## src/rtl/gpio_pkg.sv

```systemverilog
// rtl/gpio_pkg.sv - shared GPIO definitions: register map and alert receiver types
// Purpose : constants and types shared by the GPIO block and its alert receiver.
// Ports   : none (package).
package gpio_pkg;

  // Register map
  localparam int unsigned GPIO_REG_AW            = 6;
  localparam logic [5:0]  GPIO_DATA_IN_OFFSET    = 6'h00;
  localparam logic [5:0]  GPIO_DIRECT_OUT_OFFSET = 6'h04;
  localparam logic [5:0]  GPIO_DIRECT_OE_OFFSET  = 6'h08;
  localparam logic [5:0]  GPIO_INTR_STATE_OFFSET = 6'h0c;

  // Alert receiver handshake states
  typedef enum logic [1:0] {
    AlertIdle      = 2'd0,
    AlertHsAckWait = 2'd1,
    AlertPause0    = 2'd2,
    AlertPause1    = 2'd3
  } alert_rx_state_e;

  // Idle levels of the differential pairs.
  // alert_tx = {alert_p, alert_n}; alert_rx = {ping_p, ping_n, ack_p, ack_n}
  localparam logic [1:0] ALERT_TX_RST = 2'b01;
  localparam logic [3:0] ALERT_RX_RST = 4'b0101;

endpackage

```

## src/rtl/gpio_diff_sync.sv

```systemverilog
// rtl/gpio_diff_sync.sv - two-flop synchronizer for a differential pair
// Purpose : brings an asynchronous differential pair into the clk_i domain.
// Ports   : clk_i  - clock
//           rst_ni - asynchronous active-low reset (flops go to the idle pair level)
//           diff_i - {p, n} asynchronous input
//           diff_o - {p, n} synchronized output, two cycles of latency
module gpio_diff_sync
  import gpio_pkg::*;
(
  input  logic       clk_i,
  input  logic       rst_ni,
  input  logic [1:0] diff_i,
  output logic [1:0] diff_o
);

  logic [1:0] stage1_q;
  logic [1:0] stage2_q;

  always_ff @(posedge clk_i or negedge rst_ni) begin
    if (!rst_ni) begin
      stage1_q <= ALERT_TX_RST;
      stage2_q <= ALERT_TX_RST;
    end else begin
      stage1_q <= diff_i;
      stage2_q <= stage1_q;
    end
  end

  assign diff_o = stage2_q;

endmodule

```

## src/rtl/gpio_alert_receiver.sv

```systemverilog
// rtl/gpio_alert_receiver.sv - differential alert receiver with ping support
// Purpose : receives a differential alert, acknowledges it with a four-phase
//           handshake, distinguishes ping answers from genuine alerts and flags
//           non-differential (integrity) faults.
// Ports   : clk_i        - clock
//           rst_ni       - asynchronous active-low reset
//           alert_tx_i   - {alert_p, alert_n} from the sender
//           alert_rx_o   - {ping_p, ping_n, ack_p, ack_n} to the sender
//           ping_req_i   - single-cycle ping request
//           ping_ok_o    - one-cycle pulse when the sender answers a ping
//           alert_o      - one-cycle pulse per genuine alert
//           integ_fail_o - high while the sampled alert pair is non-differential
module gpio_alert_receiver
  import gpio_pkg::*;
#(
  parameter bit AsyncOn = 1'b1
) (
  input  logic       clk_i,
  input  logic       rst_ni,
  input  logic [1:0] alert_tx_i,
  output logic [3:0] alert_rx_o,
  input  logic       ping_req_i,
  output logic       ping_ok_o,
  output logic       alert_o,
  output logic       integ_fail_o
);

  logic [1:0] alert_s;

  if (AsyncOn) begin : gen_sync
    gpio_diff_sync u_diff_sync (
      .clk_i  (clk_i),
      .rst_ni (rst_ni),
      .diff_i (alert_tx_i),
      .diff_o (alert_s)
    );
  end else begin : gen_no_sync
    assign alert_s = alert_tx_i;
  end

  logic ap, an;
  logic integ_fail;
  logic alert_set, alert_clr;

  assign ap         = alert_s[1];
  assign an         = alert_s[0];
  assign integ_fail = (ap == an);
  assign alert_set  = ap & ~an;
  assign alert_clr  = ~ap & an;

  alert_rx_state_e state_q, state_d;
  logic ping_pend_q, ping_pend_d;
  logic ping_p_q, ping_p_d;
  logic ack_p_q, ack_p_d;
  logic alert_q, alert_d;
  logic ping_ok_q, ping_ok_d;

  always_comb begin
    state_d     = state_q;
    ping_pend_d = ping_pend_q;
    ping_p_d    = ping_p_q;
    ack_p_d     = 1'b0;
    alert_d     = 1'b0;
    ping_ok_d   = 1'b0;

    // A broken pair aborts any handshake and suppresses all reporting.
    if (integ_fail) begin
      state_d = AlertIdle;
    end else begin
      unique case (state_q)
        AlertIdle: begin
          if (alert_set) begin
            state_d = AlertHsAckWait;
            if (ping_pend_q) begin
              ping_ok_d   = 1'b1;
              ping_pend_d = 1'b0;
            end else begin
              alert_d = 1'b1;
            end
          end
        end
        AlertHsAckWait: begin
          // Ack rises one cycle after entering this state and drops in the
          // same edge that leaves it.
          if (alert_clr) state_d = AlertPause0;
          else           ack_p_d = 1'b1;
        end
        AlertPause0: state_d = AlertPause1;
        AlertPause1: state_d = AlertIdle;
        default:     state_d = AlertIdle;
      endcase
    end

    // Pings are launched in any state. An alert detected in Idle in the same
    // cycle was evaluated against the old flag, so it is reported as an alert.
    if (ping_req_i && !ping_pend_q) begin
      ping_pend_d = 1'b1;
      ping_p_d    = ~ping_p_q;
    end
  end

  always_ff @(posedge clk_i or negedge rst_ni) begin
    if (!rst_ni) begin
      state_q     <= AlertIdle;
      ping_pend_q <= 1'b0;
      ping_p_q    <= ALERT_RX_RST[3];
      ack_p_q     <= ALERT_RX_RST[1];
      alert_q     <= 1'b0;
      ping_ok_q   <= 1'b0;
    end else begin
      state_q     <= state_d;
      ping_pend_q <= ping_pend_d;
      ping_p_q    <= ping_p_d;
      ack_p_q     <= ack_p_d;
      alert_q     <= alert_d;
      ping_ok_q   <= ping_ok_d;
    end
  end

  assign alert_rx_o   = {ping_p_q, ~ping_p_q, ack_p_q, ~ack_p_q};
  assign alert_o      = alert_q;
  assign ping_ok_o    = ping_ok_q;
  // Gated so an unsynchronized build still reads 0 while held in reset.
  assign integ_fail_o = integ_fail & rst_ni;

endmodule

```

## config.mk

```make
export PLATFORM = sky130hd
export DESIGN_NAME = gpio_alert_receiver
export DESIGN_NICKNAME = d
export VERILOG_FILES = /design/src/rtl/gpio_pkg.sv /design/src/rtl/gpio_diff_sync.sv /design/src/rtl/gpio_alert_receiver.sv
export SDC_FILE = /design/constraint.sdc
export NUM_CORES = 1
export LEC_CHECK = 0
export ABC_AREA = 0
export ABC_CLOCK_PERIOD_IN_PS = 1900
export CAP_MARGIN = 20
export CORE_AREA = 5 5 42 44
export CTS_CLUSTER_SIZE = 20
export DETAILED_ROUTE_END_ITERATION = 8
export DIE_AREA = 0 0 47 49
export GPL_TIMING_DRIVEN = 0
export HOLD_SLACK_MARGIN = 0.06
export PLACE_DENSITY_LB_ADDON = 0.05
export SYNTH_ARGS = -nofsm -noshare
export SYNTH_HDL_FRONTEND = slang
export SYNTH_SLANG_ARGS = --single-unit
```

## constraint.sdc

```tcl
create_clock -name clk_i -period 1.9 [get_ports clk_i]
set_input_delay 0.38 -clock clk_i [delete_from_list [all_inputs] [get_ports clk_i]]
set_output_delay 0.38 -clock clk_i [all_outputs]
set_load 0.01 [all_outputs]
```

==> results_dict.tcl <==
set metrics [dict create \
    status "complete, no violations" \
    fin_skew_ns 0.004877 \
    irDropWorstVdd_uv 456.7 \
    setup_tns_ns 0 \
    postPlaceCellArea_sq_um 626.9 \
    antennaDiodeCount 0 \
    min_period_ns 1.767 \
    postLayoutCellArea_sq_um 659.4 \
    cp_max_fo 6 \
    detail_route.iter0.violations 3 \
    grt_overflow 0 \
    synth_common_cells "dfrtp_1 (9), ha_1 (6), inv_1 (6)" \
    leakage_nw 0.3142 \
    postCtsSetupBuffers 0 \
    clk_pin_slew_ns 0.06 \
    yosysMostFrequentCell "dfrtp_1" \
    synth-edff-count 0 \
    dp_hpwl_um 556.4 \
    avgSynthCellArea_sq_um 13.07 \
    setup_viol 0 \
    nets 65 \
    vias_per_cell 4.391 \
    relSlewSlack 0.6760 \
    cts_buffers 3 \
    hold_violations 0 \
    ios 12 \
    start_kind "register" \
    synth-seq-cells 11 \
    synthTopCellsByArea "dfrtp_1 (45%), ha_1 (15%), dfstp_2 (11%), inv_1 (4.5%), mux2i_1 (4.0%)" \
    cap_violations 0 \
    grt_pass1_wl_um 1276 \
    root_buffer "clkbuf_4" \
    die-area_sq_um 2303 \
    grt_start_max_net_pins 13 \
    rows 14 \
    cts_sinks 11 \
    postCtsHoldBufs 0 \
    yosysTopAreaCellShare 0.4534 \
    clock_latency_ns 0.26 \
    fmax_ghz 0.5659 \
    core_sq_um 1401 \
    antenna_left 0 \
    synth_ff_type "dfrtp_1" \
    drt_first_pass_iters 2 \
    wl_per_cell_um 10.65 \
    die_h_um 49 \
    grt_pass1_vias 320 \
    yosysSeqAreaShare 0.5592 \
    drive_gt1_frac 0.2264 \
    n_fill_cell 147 \
    end_kind "primary output" \
    syn_area_sq_um 496.7 \
    critical_path_class "reg -> out" \
    fp.dieW_um 47 \
    drc 0 \
    regArea_sq_um 277.8 \
    dp.cells 65 \
    clk_path_buf_depth 2 \
    htree_levels 1 \
    finalCritPeriodShare 0.9301 \
    hold_class "in -> async" \
    multiInputGateArea_sq_um 193.9 \
    postSynthCellCount 38 \
    antenna_found_initial 0 \
    grtUsageTotal 0.08048 \
    vias 303 \
    yosysWarnings 0 \
    io_buffers 11 \
    yosysTopAreaCell "dfrtp_1" \
    worstMarginPinSlew_ns 0.4860 \
    pwr_density_cell_nw_per_um2 1157 \
    syn_nets 49 \
    syn2layout_area_growth_pct 32.75 \
    ys_types 16 \
    synthArstFlopShare 1.000 \
    cp.required_ns 1.52 \
    slew_viol_final 0 \
    arrival_ns 1.39 \
    tritoncts "done" \
    place_congestion 0.7061 \
    start_util 0.3545 \
    rsz0062_at_grt "false" \
    drt-total-wl_um 735 \
    fin_cells 69 \
]
[cells in the final DEF, fill, tap and decap left out]
master	count
a22oi_2	1
and2_2	1
and4b_1	1
and4bb_2	1
buf_4	2
clkbuf_1	1
clkbuf_2	1
clkbuf_4	3
clkdlybuf4s50_1	9
dfrtp_1	9
dfstp_2	2
dlygate4sd2_1	1
ha_1	5
ha_4	1
inv_1	6
mux2i_1	2
nand2b_1	1
nor2_1	2
nor2b_1	1
nor3b_1	1
o21bai_1	1
xnor2_1	1
[repair_timing]
| item | CTS | global route |
|---|---|---|
| setup endpoints to repair | 1 | 1 |
| pin swaps | 0 | 0 |
| resized for setup | 4 | 1 |
[path summary, 6_finish.rpt]
kind                                                               to                                  startpoint  cells past startpoint  slack (ns)
setup / recovery                                         integ_fail_o    gen_sync.u_diff_sync.diff_o[0]$_DFF_PN1_                      4        0.13
hold / removal                                      ack_p_q$_DFF_PN0_                                      rst_ni                      1        0.18
setup reg to reg                               state_q[1]$_DFFE_PN0P_    gen_sync.u_diff_sync.diff_o[0]$_DFF_PN1_                      4        0.64
hold reg to reg              gen_sync.u_diff_sync.diff_o[0]$_DFF_PN1_  gen_sync.u_diff_sync.stage1_q[0]$_DFF_PN1_                      0        0.36
max in group asynchronous  gen_sync.u_diff_sync.stage1_q[0]$_DFF_PN1_                                      rst_ni                      1        1.36
min in group clk_i           gen_sync.u_diff_sync.diff_o[0]$_DFF_PN1_  gen_sync.u_diff_sync.stage1_q[0]$_DFF_PN1_                      0        0.36
[flip-flops by register name, indices dropped and copies added, names as in the netlist]
name and cells:
ping_pend_q 1, gen_sync.u_diff_sync.diff_o 2, gen_sync.u_diff_sync.stage1_q 2, ping_ok_o 1
state_q 2, alert_o 1, ack_p_q 1, ping_p_q 1
[kinds of logic after synthesis]
| family | share of synthesized area |
|---|---|
| adders and majority gates | 0.1511 |
| muxes | 0.04030 |
| and+or+nand+nor | 0.1159 |
| AOI/OAI and AO/OA | 0.04030 |
| xor gates and xnor gates | 0.01764 |
| DFF | 0.5592 |
| buffers and inverters | 0.07555 |
[stage by stage]
stage / power, mW / util / setup slack [ns] / hold slack, ns
5_1_grt: 0.8281 / 0.4705 / 0.06782 / 0.2248
3_3_place_gp: 0.5980 / 0.4473 / -0.4100 / 0.3357
3_5_place_dp: 0.6179 / 0.4473 / -0.4438 / 0.3479
4_1_cts: 0.7809 / 0.4741 / 0.004580 / 0.1961
6_report: 0.7629 / 0.4705 / 0.1328 / 0.1793
2_1_floorplan: 0.4982 / - / 0.4590 / 0.08441
[critical path, cell delays in order (launching register included)]
cell      delay (ns)
dfstp_2         0.53
inv_1           0.06
ha_4            0.26
and2_2          0.16
clkbuf_2        0.12
[report_power, final]
| group | internal [mW] | switching (mW) | leakage [nW] |
|---|---|---|---|
| logic | 0.165 | 0.139 | 0.167 |
| registers | 0.284 | 0.0252 | 0.132 |
| clock network | 0.0809 | 0.0680 | 0.0150 |
| total | 0.530 | 0.232 | 0.314 |
[area by class of cell]
| cell class | instances | area share |
|---|---|---|
| flip-flops and latches | 11 | 0.4213 |
| multi-input cells | 19 | 0.2941 |
| repair buffers | 11 | 0.1575 |
| well taps | 16 | 0.03036 |
| clock buffers | 4 | 0.03985 |
| inverters | 6 | 0.03416 |
| plain buffers | 2 | 0.02277 |
[per-layer routing]
layer / GRT usage / routed length [um] / vias up
met3: 0.05904 / 81 / 0
met1: 0.08428 / 266 / 142
met2: 0.1154 / 387 / 13
li1: - / - / 148
met4: 0.04147 / 0 / 0
met5: 0 / 0 / -
(Power assumes the default switching activity.)
